**src/rtl/load_store_unit.sv**
```systemverilog
// Load/store initiator: one request at a time, registered memory port, valid/ready response.
// Optional LSU_MISALIGN_SPLIT_EN splits misaligned H/W accesses into byte beats; otherwise they error.
module load_store_unit (
  input  logic        clk,
  input  logic        rst,
  input  logic        req_valid,
  output logic        req_ready,
  input  logic        req_is_store,
  input  logic [2:0]  req_funct3,
  input  logic [31:0] req_addr,
  input  logic [31:0] req_wdata,
  output logic        resp_valid,
  input  logic        resp_ready,
  output logic [31:0] resp_rdata,
  output logic        resp_err,
  output logic        mem_read,
  output logic        mem_write,
  output logic [2:0]  mem_funct3,
  output logic [31:0] mem_address,
  output logic [31:0] mem_write_data,
  input  logic [31:0] mem_read_data
);

  typedef enum logic [1:0] {IDLE, ACCESS, RESP} state_t;

  state_t      state_q, state_d;
  logic [2:0]  beat_q, beat_d, nbeats_q, nbeats_d;
  logic        store_q, store_d, err_q, err_d;
  logic [2:0]  f3_q, f3_d;
  logic [31:0] addr_q, addr_d, wdata_q, wdata_d, asm_q, asm_d;
  logic        mem_read_q, mem_read_d, mem_write_q, mem_write_d;
  logic [2:0]  mem_funct3_q, mem_funct3_d;
  logic [31:0] mem_address_q, mem_address_d, mem_write_data_q, mem_write_data_d;
  logic        resp_valid_q, resp_valid_d, resp_err_q, resp_err_d;
  logic [31:0] resp_rdata_q, resp_rdata_d;
`ifdef LSU_MISALIGN_SPLIT_EN
  logic        split_q, split_d, src_split;
`endif

  logic        req_legal, req_misal, req_err, drive, src_store;
  logic [2:0]  req_nbeats, src_f3, src_idx;
  logic [31:0] src_addr, src_wdata, final_rdata;

  always_comb begin
    req_legal = 1'b0;
    case (req_funct3)
      3'b000, 3'b001, 3'b010: req_legal = 1'b1;
      3'b100, 3'b101:         req_legal = !req_is_store;
      default:                req_legal = 1'b0;
    endcase
    req_misal = (req_funct3[1:0] == 2'b01 && req_addr[0]) ||
                (req_funct3[1:0] == 2'b10 && req_addr[1:0] != 2'b00);
`ifdef LSU_MISALIGN_SPLIT_EN
    req_err    = !req_legal;
    req_nbeats = !req_legal ? 3'd0 : !req_misal ? 3'd1 :
                 (req_funct3[1:0] == 2'b01) ? 3'd2 : 3'd4;
`else
    req_err    = !req_legal || req_misal;
    req_nbeats = req_err ? 3'd0 : 3'd1;
`endif
  end

  always_comb begin
    final_rdata = asm_q;
`ifdef LSU_MISALIGN_SPLIT_EN
    if (split_q) begin
      case (f3_q)
        3'b001:  final_rdata = {{16{asm_q[15]}}, asm_q[15:0]};
        3'b101:  final_rdata = {16'h0000, asm_q[15:0]};
        default: final_rdata = asm_q;
      endcase
    end
`endif
  end

  // Memory outputs are registered, so the beat presented next cycle is computed here:
  // from the incoming request while accepting, else from the latched request at beat_q+1.
  always_comb begin
    state_d          = state_q;
    beat_d           = beat_q;
    nbeats_d         = nbeats_q;
    store_d          = store_q;
    err_d            = err_q;
    f3_d             = f3_q;
    addr_d           = addr_q;
    wdata_d          = wdata_q;
    asm_d            = asm_q;
    resp_valid_d     = resp_valid_q;
    resp_err_d       = resp_err_q;
    resp_rdata_d     = resp_rdata_q;
    mem_read_d       = 1'b0;
    mem_write_d      = 1'b0;
    mem_funct3_d     = '0;
    mem_address_d    = '0;
    mem_write_data_d = '0;
    drive            = 1'b0;
    src_store        = store_q;
    src_f3           = f3_q;
    src_addr         = addr_q;
    src_wdata        = wdata_q;
    src_idx          = beat_q + 3'd1;
`ifdef LSU_MISALIGN_SPLIT_EN
    split_d          = split_q;
    src_split        = split_q;
`endif
    case (state_q)
      IDLE: begin
        if (req_valid) begin
          state_d   = ACCESS;
          beat_d    = '0;
          nbeats_d  = req_nbeats;
          store_d   = req_is_store;
          err_d     = req_err;
          f3_d      = req_funct3;
          addr_d    = req_addr;
          wdata_d   = req_wdata;
          asm_d     = '0;
          drive     = (req_nbeats != 3'd0);
          src_store = req_is_store;
          src_f3    = req_funct3;
          src_addr  = req_addr;
          src_wdata = req_wdata;
          src_idx   = '0;
`ifdef LSU_MISALIGN_SPLIT_EN
          split_d   = req_misal;
          src_split = req_misal;
`endif
        end
      end
      ACCESS: begin
        if (beat_q < nbeats_q) begin
          asm_d  = mem_read_data;
`ifdef LSU_MISALIGN_SPLIT_EN
          if (split_q)
            asm_d = asm_q | ({24'h000000, mem_read_data[7:0]} << {beat_q, 3'b000});
`endif
          beat_d = beat_q + 3'd1;
          drive  = (beat_q + 3'd1 < nbeats_q);
        end else begin
          state_d      = RESP;
          resp_valid_d = 1'b1;
          resp_err_d   = err_q;
          resp_rdata_d = (err_q || store_q) ? '0 : final_rdata;
        end
      end
      RESP: begin
        if (resp_ready) begin
          state_d      = IDLE;
          resp_valid_d = 1'b0;
          resp_err_d   = 1'b0;
          resp_rdata_d = '0;
        end
      end
      default: state_d = IDLE;
    endcase
    if (drive) begin
      mem_read_d       = !src_store;
      mem_write_d      = src_store;
      mem_funct3_d     = src_f3;
      mem_address_d    = src_addr;
      mem_write_data_d = src_wdata;
`ifdef LSU_MISALIGN_SPLIT_EN
      if (src_split) begin
        mem_funct3_d     = src_store ? 3'b000 : 3'b100;
        mem_address_d    = src_addr + {29'd0, src_idx};
        mem_write_data_d = {24'h000000, 8'(src_wdata >> {src_idx, 3'b000})};
      end
`endif
    end
  end

  always_ff @(posedge clk or posedge rst) begin
    if (rst) begin
      state_q          <= IDLE;
      beat_q           <= '0;
      nbeats_q         <= '0;
      store_q          <= 1'b0;
      err_q            <= 1'b0;
      f3_q             <= '0;
      addr_q           <= '0;
      wdata_q          <= '0;
      asm_q            <= '0;
      resp_valid_q     <= 1'b0;
      resp_err_q       <= 1'b0;
      resp_rdata_q     <= '0;
      mem_read_q       <= 1'b0;
      mem_write_q      <= 1'b0;
      mem_funct3_q     <= '0;
      mem_address_q    <= '0;
      mem_write_data_q <= '0;
`ifdef LSU_MISALIGN_SPLIT_EN
      split_q          <= 1'b0;
`endif
    end else begin
      state_q          <= state_d;
      beat_q           <= beat_d;
      nbeats_q         <= nbeats_d;
      store_q          <= store_d;
      err_q            <= err_d;
      f3_q             <= f3_d;
      addr_q           <= addr_d;
      wdata_q          <= wdata_d;
      asm_q            <= asm_d;
      resp_valid_q     <= resp_valid_d;
      resp_err_q       <= resp_err_d;
      resp_rdata_q     <= resp_rdata_d;
      mem_read_q       <= mem_read_d;
      mem_write_q      <= mem_write_d;
      mem_funct3_q     <= mem_funct3_d;
      mem_address_q    <= mem_address_d;
      mem_write_data_q <= mem_write_data_d;
`ifdef LSU_MISALIGN_SPLIT_EN
      split_q          <= split_d;
`endif
    end
  end

  assign req_ready      = (state_q == IDLE);
  assign resp_valid     = resp_valid_q;
  assign resp_err       = resp_err_q;
  assign resp_rdata     = resp_rdata_q;
  assign mem_read       = mem_read_q;
  assign mem_write      = mem_write_q;
  assign mem_funct3     = mem_funct3_q;
  assign mem_address    = mem_address_q;
  assign mem_write_data = mem_write_data_q;

endmodule
```
**config.mk**
```make
export PLATFORM = sky130hd
export DESIGN_NAME = load_store_unit
export DESIGN_NICKNAME = d
export VERILOG_FILES = /design/src/rtl/load_store_unit.sv
export SDC_FILE = /design/constraint.sdc
export NUM_CORES = 1
export LEC_CHECK = 0
export ABC_CLOCK_PERIOD_IN_PS = 5150
export BUFFER_PORTS_ARGS = -buffer_cell sky130_fd_sc_hd__buf_2
export CAP_MARGIN = 20
export CORE_ASPECT_RATIO = 1.2
export CORE_MARGIN = 2
export CORE_UTILIZATION = 47
export DETAILED_ROUTE_END_ITERATION = 10
export PLACE_DENSITY = 0.87
export SKIP_LAST_GASP = 1
export SYNTH_ARGS = -nofsm -noshare
export SYNTH_HDL_FRONTEND = slang
export SYNTH_SLANG_ARGS = --single-unit
```
**constraint.sdc**
```tcl
create_clock -name clk -period 5.15 [get_ports clk]
set_input_delay 0.7725 -clock clk [delete_from_list [all_inputs] [get_ports clk]]
set_output_delay 0.7725 -clock clk [all_outputs]
set_load 0.02 [all_outputs]
```
==> results of run 1 <==
-- per-layer routing --
layer  part of all wire [%]  vias to the layer above  wire length (um)
met5                      0                        -                 0
met4                    3.6                        0               524
met3                    7.8                       42              1140
met2                     51                      210              7490
met1                     38                     2195              5510
li1                       -                     2054                 -
-- worst paths after layout --
| path | start | to | slack, ns |
|---|---|---|---|
| worst min register to register | resp_rdata[28]$_DFFE_PP0P_ | resp_rdata[28]$_DFFE_PP0P_ | 0.52 |
| max in group asynchronous | rst | beat_q[2]$_DFFE_PP0P_ | 3.43 |
| worst max register to register | beat_q[0]$_DFFE_PP0P_ | asm_q[26]$_DFFE_PP0P_ | 2.70 |
| worst max-delay path | beat_q[0]$_DFFE_PP0P_ | asm_q[26]$_DFFE_PP0P_ | 2.70 |
| worst min-delay path | rst | mem_write_data[25]$_DFF_PP0_ | 0.52 |
| min in group clk | resp_rdata[28]$_DFFE_PP0P_ | resp_rdata[28]$_DFFE_PP0P_ | 0.52 |
-- registers in the layout, indices dropped and copies added (netlist names) --
register	cells
asm_q	32
beat_q	3
err_q	1
mem_address	32
mem_funct3	3
mem_read	1
mem_write	1
mem_write_data	32
nbeats_q	1
resp_err	1
resp_rdata	32
resp_valid	1
state_q	2
store_q	1
-- kinds of logic after synthesis --
logic type                 after synthesis  share of synthesized area, %
and+or+nand+nor                        181                          17.4
DFF                                    143                          66.0
AOI/OAI and AO/OA                      105                          11.6
buffers and inverters                   51                          4.43
muxes                                    2                         0.415
adders and majority gates                1                         0.231
-- critical path, cell delays in order, from the launching register on --
cell     delay (ns)
dfrtp_1        0.42
nor4b_4        0.30
buf_4          0.59
and2_0         0.49
buf_4          0.35
o21ai_0        0.15
-- power by group --
| group | switching (uW) | internal [uW] | total [uW] |
|---|---|---|---|
| combinational | 659 | 283 | 942 |
| sequential | 103 | 1290 | 1390 |
| clock | 456 | 726 | 1180 |
| total | 1220 | 2300 | 3520 |
-- cell usage after synthesis --
master | n | area, um2
nand2_1 | 65 | 244
a32o_1 | 1 | 10.0
nor3b_2 | 1 | 12.5
nand2b_1 | 5 | 31.3
dfrtp_1 | 143 | 3580
and2_0 | 1 | 6.26
and3_1 | 64 | 400
nor4b_2 | 1 | 15.0
inv_1 | 3 | 11.3
o21ai_0 | 67 | 335
o211ai_1 | 33 | 248
nor2b_1 | 1 | 6.26
clkbuf_2 | 10 | 50.1
mux2_2 | 2 | 22.5
a22o_1 | 1 | 8.76
and2_1 | 5 | 31.3
a21o_1 | 1 | 7.51
buf_6 | 3 | 33.8
a221o_1 | 1 | 10.0
nand3b_1 | 1 | 7.51
buf_2 | 11 | 55.1
a21boi_0 | 1 | 7.51
nand3_1 | 32 | 160
nor4_1 | 1 | 6.26
clkbuf_1 | 24 | 90.1
ha_1 | 1 | 12.5
nor2_1 | 3 | 11.3
or3b_1 | 1 | 8.76
-- per-stage QoR --
step / instances / area [um2] / utilization (%) / worst slack [ns]
6_report: 840 / 7140 / 64.1 / 2.70
5_1_grt: 838 / 7140 / 64.1 / 2.48
4_1_cts: 837 / 7120 / 63.9 / 2.66
3_5_place_dp: 805 / 6550 / 58.7 / 2.66
3_3_place_gp: 802 / 6490 / 58.2 / 2.74
2_1_floorplan: 483 / 5420 / - / 0.540
-- layout make-up --
cell class | instances | area (um2)
antenna | 2 | 5.00
clock buffer | 19 | 443
clock inverter | 13 | 135
fill | 862 | 4000
inverter | 3 | 16.3
multi-input combinational | 289 | 1620
sequential | 143 | 3580
tap | 154 | 193
timing repair buffer | 217 | 1150
==> results.json, run 1 <==
{
  "die_area_um2": 12400,
  "syn_area_um2": 5420,
  "die_h_um": 122,
  "overflow": 0,
  "start_kind": "flop",
  "path_clk_slew_ns": 0.06,
  "dr.pass1.iters": 5,
  "crit_path_max_fanout": 67,
  "cts_tree": "yes",
  "ctsResizeCount": 0,
  "ant_nets": 0,
  "slew_viol_final": 0,
  "hold_path_class": "input port to asynchronous set/reset pin",
  "start_util_pct": 48.7,
  "max_freq_ghz": 0.408,
  "use_met3_pct": 8.84,
  "crit_required_ns": 5.41,
  "r2r_cells": 5,
  "gp_congestion": 0.760,
  "postSynthCellCount": 483,
  "avgSynthCellArea_um2": 11.2,
  "cap_violations": 0,
  "peakVddDrop_mv": 0.301,
  "drive_gt1_share_pct": 37.4,
  "gr-usage-all-layers_pct": 24.3,
  "power.total_uw": 3520,
  "relSlewSlack_pct": 35.8,
  "final_common_cell": "buf_2",
  "cts-htree-levels": 4,
  "final_nets": 776,
  "via_per_inst": 5.36,
  "fin_skew_ns": 0.00937,
  "num_io_pins": 208,
  "finalWirelength_um": 14700,
  "setup_viol": 0,
  "portBuffers": 207,
  "holdBufCountCts": 0,
  "clock_latency_ns": 0.40,
  "min_period_ns": 2.45,
  "wl_per_cell_um": 17.5,
  "cts.sinks": 143,
  "syn_nets": 588,
  "root_buffer": "clkbuf_16",
  "drt_iter0_markers": 281,
  "cts_buffers": 17,
  "fp-row-count": 42,
  "p_leak_uw": 0.00396,
  "busiest_layer": "met2",
  "crit_path_end_kind": "flop",
  "outcome": "finished clean",
  "remaining_drc_errors": 0,
  "hold_viol_final": 0,
  "grt_pass1_vias": 4636,
  "yosys_warnings": 0,
  "rsz0062_at_grt": "false",
  "synth_seq_cells": 143,
  "cts_setup_buffers": 0,
  "core_um2": 11100,
  "synth_cell_type_count": 28,
  "antenna_found_initial": 2,
  "area_growth_pct": 31.8,
  "dp_hpwl_um": 10100,
  "clock_path_buffers": 2,
  "arrival_ns": 2.71,
  "seq_area_frac_synth_pct": 66.0,
  "hold_slack_ns": 0.517,
  "dieWidth_um": 102,
  "met2_usage_pct": 40.5,
  "grt_pass1_wl_um": 22900,
  "pwr_density_cell_nw_per_um2": 492,
  "final_cell_mix": "207 x buf_2, 143 x dfrtp_1, 67 x o21ai_0, 65 x nand2_1, 64 x and3_1",
  "path_class": "flop to flop",
  "grt_max_degree": 93,
  "grt.met1_usage_pct": 27.3,
  "setup_tns_ns": 0,
  "timing.final.crit_share_pct": 47.6,
  "tightest_slew_ns": 0.962,
  "num_vias": 4501
}
Power figures use the tool's default switching activity.
==> run 2, diff against run 1 <==
Settings changed: ABC_AREA from default to 1, ABC_CLOCK_PERIOD_IN_PS 5150 to 2300, CORE_UTILIZATION 47 to 50, PLACE_DENSITY 0.87 to 0.86.
Clock period 5.15 ns to 2.3 ns, I/O delays scaled along.
==> run 2 against run 1 <==
- die area up 37%
- setup slack got worse by 2.2 ns
- count of clock-buffer cells in the layout increased by 7
- total power grew to 3.3 times the previous value
- register-to-register slack got worse by 2.2 ns
- via count rose by 33%
- wire length rose by 14%
- critical endpoint is now nbeats_q[0]$_DFFE_PP0P_
==> results.json, run 2 <==
{
  "start_kind": "flop",
  "yosys_most_used_dff": "dfrtp_1",
  "synth_seq_cells": 210,
  "synth_edf_count": 0,
  "antenna_found_initial": 0,
  "remaining_drc_errors": 0,
  "hold_viol_final": 0,
  "dr.pass1.iters": 4,
  "clock_path_buffers": 3,
  "synthTopCellsByCount": "210 x dfrtp_1, 180 x nand2_1, 144 x inv_1",
  "overflow": 0,
  "ant_nets": 0,
  "die_h_um": 142,
  "synth_area_leaders": "dfrtp_1 66%, nand2_1 8.5%, inv_1 6.8%, nand3_1 6.5%, nor2_1 3.4%",
  "power.total_uw": 11600,
  "p_leak_uw": 0.00591,
  "cp-endpoint": "nbeats_q[0]$_DFFE_PP0P_",
  "fp-row-count": 50,
  "synth.most_common_cell": "dfrtp_1",
  "crit_required_ns": 2.63,
  "final_core_util_pct": 63.3,
  "gr-usage-all-layers_pct": 20.1,
  "timing.rr.end": "nbeats_q[0]$_DFFE_PP0P_",
  "r2r_cells": 6,
  "area_growth_pct": 23.8,
  "final_area_um2": 9860,
  "portBuffers": 207,
  "cts_setup_buffers": 0,
  "path_class": "flop to flop",
  "timing.final.crit_share_pct": 76.9,
  "grt_pass1_vias": 5948,
  "yosysTopAreaCell": "dfrtp_1",
  "crit_path_max_incr_delay_ns": 0.48,
  "die_area_um2": 17000,
  "finalWirelength_um": 16700,
  "path_clk_slew_ns": 0.06,
  "cp_top_family": "simple AND/OR/NAND/NOR gates",
  "drt_iter0_markers": 469,
  "dieWidth_um": 119,
  "arrival_ns": 2.09,
  "tightest_slew_ns": 0.697,
  "r2r_start": "state_q[1]$_DFFE_PP0P_",
  "syn_nets": 941,
  "r2r_slack_ns": 0.53,
  "dpl.cell_count": 1220,
  "crit_path_max_fanout": 34,
  "wl_per_cell_um": 13.3,
  "peakVddDrop_mv": 0.721,
  "ctsResizeCount": 0,
  "cp.depth": 6,
  "syn_area_um2": 7960,
  "clock_latency_ns": 0.48,
  "root_buffer": "clkbuf_16",
  "slowest_stage": "dfrtp_1",
  "slew_viol_final": 0,
  "cp.buffers_inverters": 1,
  "cpMostUsedCell": "nor2_4",
  "synth_cell_type_count": 22,
  "hold_path_class": "input port to asynchronous set/reset pin",
  "grt_max_degree": 117,
  "relSlewSlack_pct": 53.4,
  "fin_skew_ns": 0.0157,
  "holdBufCountCts": 0,
  "cts-htree-levels": 1,
  "async_flop_share_pct": 100,
  "final_cell_count_no_fill": 1254,
  "final_common_cell": "dfrtp_1",
  "max_freq_ghz": 0.566,
  "core_um2": 15600,
  "diodes": 0,
  "num_io_pins": 208,
  "gp_congestion": 0.803,
  "final_cell_mix": "210 x dfrtp_1, 207 x buf_2, 180 x nand2_1, 143 x inv_1, 103 x nand3_1",
  "cap_violations": 0,
  "cts_buffers": 20,
  "min_period_ns": 1.77,
  "setup_viol": 0,
  "cts_tree": "yes",
  "via_per_inst": 4.77,
  "cts.sinks": 210,
  "start_util_pct": 51.1,
  "yosys_warnings": 0,
  "avgSynthCellArea_um2": 9.52,
  "final_nets": 1139,
  "pwr_density_cell_nw_per_um2": 1180,
  "drive_gt1_share_pct": 25.1,
  "grt_pass1_wl_um": 27700,
  "dpl_cell_area_um2": 9190,
  "synth_top_area_share_pct": 66.0,
  "postSynthCellCount": 836,
  "dp_hpwl_um": 11300,
  "num_vias": 5981,
  "startpoint": "state_q[1]$_DFFE_PP0P_",
  "outcome": "finished clean",
  "seq_area_frac_synth_pct": 66.0,
  "crit_chain": "nor2_4 > nand2_4 > nor2_2 > nor2_4 > buf_4 > o21ai_0",
  "rsz0062_at_grt": "false",
  "crit_path_end_kind": "flop"
}
## run 2: cell types whose count changed in the layout (fill, tap and decap cells not counted), moves of 5 or more
cell	previous run	this run
o21ai_0	67	29
and3_1	64	0
o211ai_1	33	0
o21ai_1	0	39
and2_1	5	0
inv_1	2	143
nand2_1	65	180
dfrtp_1	143	210
nor2_1	2	72
nand3_1	32	103
## run 2: area by class of cell
type	instances	area, um2
Clock buffer	26	574
Timing Repair Buffer	219	1180
Clock inverter	8	92.6
Fill cell	1327	5720
Sequential cell	210	5260
Multi-Input combinational cell	439	1950
Inverter	144	544
Tap cell	208	260
## run 2: where the power goes
group	switching [uW]	leakage, uW	internal (uW)	total, uW
sequential	347	0.00269	4640	4990
combinational	2330	0.00290	1010	3340
clock	1300	0.000331	1980	3280
total	3980	0.00591	7630	11600
## run 2: how the worst min path moves through the flow
stage | from | to | slack (ns) | cells past startpoint
6_report | rst | addr_q[16]$_DFF_PP0_ | 0.03 | 3
5_1_grt | rst | addr_q[17]$_DFF_PP0_ | 0.08 | 3
4_1_cts | rst | mem_address[16]$_DFF_PP0_ | 0.06 | 3
3_5_place_dp | resp_rdata[17]$_DFFE_PP0P_ | resp_rdata[17]$_DFFE_PP0P_ | 0.45 | 2
3_3_place_gp | resp_rdata[21]$_DFFE_PP0P_ | resp_rdata[21]$_DFFE_PP0P_ | 0.45 | 2
2_1_floorplan | err_q$_DFFE_PP0P_ | resp_err$_DFFE_PP0P_ | 0.47 | 2
## run 2: routing by layer
layer  wire length (um)  track usage (%)  share of wire (%)  vias to the layer above
li1                   -                -                  -                     2942
met1               6750             26.0                 40                     2793
met2               8230             33.1                 49                      201
met3               1160             4.33                6.9                       45
met4                578             8.08                3.5                        0
met5                  0                0                  0                        -
## run 2: cells by family after synthesis
| logic type | after synthesis | synth area share [%] |
|---|---|---|
| compound gates | 70 | 4.48 |
| simple gates | 367 | 19.7 |
| xor+xnor | 1 | 0.110 |
| fa+ha+maj | 1 | 0.157 |
| buf+inv | 187 | 9.55 |
| flops | 210 | 66.0 |
## run 2: tightest hold or removal path, stage by stage
cell and delay (ns):
buf_2 0.12, clkinvlp_4 0.10, buf_12 0.36
## run 2: metrics by stage
stage	setup TNS (ns)	hold WS (ns)	worst slack, ns
floorplan	-162.37	0.472	-0.773
global placement	0	0.449	0.592
detailed placement	0	0.454	0.527
CTS	0	0.0598	0.517
global route	0	0.0753	0.369
finish	0	0.0314	0.532
==> run 3, diff against run 2 <==
Settings changed: ABC_CLOCK_PERIOD_IN_PS 2300 to 1500, CORE_UTILIZATION 50 to 47, PLACE_DENSITY 0.86 to 0.85.
Clock period 2.3 ns to 1.5 ns, I/O delays scaled along.
==> run 3 against run 2 <==
- the flow now finishes with violations (negative hold slack)
- die area grew 6.2%
- highest routed layer unchanged
- flip-flop and latch count is the same
- total power grew 63%
- clock skew shrank 0.0062 ns
- via count grew 9.8%
- final area grew 10%
- core utilization grew 1.5 points
- setup slack lost 0.52 ns
- sequential share of layout area shrank 4.8 points
- register-to-register slack lost 0.47 ns
==> results.json, run 3 (synthesized netlist as in run 2, its figures left out) <==
{
  "outcome": "finished with violations",
  "failed_checks": "negative hold slack",
  "fin_ws_ns": 0.0114,
  "final_area_um2": 10800,
  "p_switching_uw": 6510,
  "portBuffers": 207,
  "slew_viol_final": 0,
  "r2r_cells": 6,
  "final_common_cell": "dfrtp_1",
  "dr.pass1.iters": 5,
  "ant_nets": 0,
  "peakVddDrop_mv": 0.996,
  "fin_skew_ns": 0.00950,
  "num-fill-cells": 1188,
  "crit_path_max_fanout": 5,
  "clock_path_buffers": 3,
  "diodes": 0,
  "start_util_pct": 47.6,
  "crit_path_max_incr_delay_ns": 0.46,
  "wl_per_cell_um": 14.7,
  "dieWidth_um": 123,
  "final_cell_mix": "209 x dfrtp_1, 206 x buf_2, 180 x nand2_1, 143 x inv_1, 103 x nand3_1",
  "cp.buffers_inverters": 1,
  "cap_violations": 0,
  "num_io_pins": 208,
  "swShare_pct": 34.4,
  "start_kind": "flop",
  "final_cell_count_no_fill": 1346,
  "seq_area_um2": 5260,
  "p_leak_uw": 0.00632,
  "antenna_found_initial": 0,
  "cts_setup_buffers": 0,
  "hold_path_class": "input port to flop",
  "power_frac_clock_pct": 28.9,
  "fp-row-count": 52,
  "hold_slack_ns": -0.00875,
  "area_growth_pct": 36.1,
  "grt_max_degree": 66,
  "max_freq_ghz": 0.672,
  "sequentialPowerShare_pct": 40.7,
  "root_buffer": "clkbuf_16",
  "grt_pass1_wl_um": 31300,
  "remaining_drc_errors": 0,
  "pwr_density_cell_nw_per_um2": 1740,
  "drt_iter0_markers": 433,
  "cp.depth": 2,
  "rsz0062_at_grt": "true",
  "r2r_slack_ns": 0.06,
  "crit_path_end_kind": "primary output",
  "path_class": "flop to primary output",
  "cts_tree": "yes",
  "gr-usage-all-layers_pct": 21.8,
  "cp_top_family": "flip-flops",
  "via_per_inst": 4.88,
  "overflow": 0,
  "finalWirelength_um": 19700,
  "multi_input_area_um2": 1970,
  "p_int_uw": 12400,
  "slowest_stage": "dfrtp_2",
  "r2r_start": "state_q[1]$_DFFE_PP0P_",
  "dp_hpwl_um": 12100,
  "cts_buffers": 20,
  "die_h_um": 147,
  "arrival_ns": 1.26,
  "power.total_uw": 18900,
  "grt_pass1_vias": 6745,
  "gp_congestion": 0.780,
  "timing.final.crit_share_pct": 99.2,
  "combPwrFrac_pct": 30.5,
  "num_vias": 6565,
  "dpl_cell_area_um2": 9330,
  "drive_gt1_share_pct": 24.2,
  "core_um2": 16700,
  "path_clk_slew_ns": 0.06,
  "crit_required_ns": 1.27,
  "cts.sinks": 210,
  "startpoint": "state_q[1]$_DFFE_PP0P_",
  "dpl.cell_count": 1235,
  "cts-htree-levels": 1,
  "setup_viol": 0,
  "relSlewSlack_pct": 72.3,
  "tightest_slew_ns": 0.415,
  "cp-endpoint": "req_ready",
  "post-place-ws_ns": -0.0258,
  "clock_latency_ns": 0.49,
  "min_period_ns": 1.49,
  "final_nets": 1222,
  "crit_chain": "nor2_4 > buf_4",
  "timing.rr.end": "mem_address[0]$_DFF_PP0_",
  "hold_viol_final": 3,
  "die_area_um2": 18000,
  "min_from": "req_addr[24]"
}
-- run 3: tightest hold or removal path: stages --
cell     delay [ns]
buf_2          0.08
o21ai_1        0.08
inv_1          0.05
-- run 3: metal layers --
metal	vias up	share of wire [%]	GRT usage [%]
li1	3100	-	-
met1	3144	36	24.3
met2	250	53	39.0
met3	71	7.1	5.39
met4	0	3.8	9.43
met5	-	0	0
-- run 3: how the worst min path moves through the flow --
stage	endpoint	slack, ns	depth (start not counted)
floorplan	f3_q[1]$_DFF_PP0_	0.36	1
global placement	resp_rdata[5]$_DFFE_PP0P_	0.24	2
detailed placement	resp_rdata[4]$_DFFE_PP0P_	0.25	2
CTS	asm_q[18]$_DFFE_PP0P_	0.0003	3
global route	addr_q[24]$_DFF_PP0_	0.0007	3
finish	addr_q[24]$_DFF_PP0_	-0.009	3
-- run 3: cell type report --
class / instances / area share, %
inverters: 144 / 5.02
flip-flops and latches: 210 / 48.5
multi-input cells: 439 / 18.2
clock inverters: 6 / 0.993
repair buffers: 302 / 19.1
clock buffers: 29 / 5.68
well taps: 216 / 2.49
-- run 3: what timing repair did --
| action | in CTS | in global routing |
|---|---|---|
| resized for setup | 3 | 14 |
| endpoints found under the setup margin | 28 | 80 |
| endpoints found under the hold margin | 84 | 1 |
| hold buffers | 75 | 1 |
-- run 3: power groups by stage --
stage | combinational [uW] | sequential (uW) | clock (uW)
floorplan | 3480 | 8060 | 0
global placement | 5180 | 7680 | 0
detailed placement | 5360 | 7750 | 0
CTS | 5620 | 7660 | 5550
global route | 6460 | 7800 | 5780
finish | 5760 | 7680 | 5450
-- run 3: stage by stage --
step,TNS [ns],utilization [%]
2_1_floorplan,-305.17,-
3_3_place_gp,0,55.8
3_5_place_dp,-0.0528,55.8
4_1_cts,-0.00600,64.7
5_1_grt,-0.0657,64.8
6_report,0,64.8
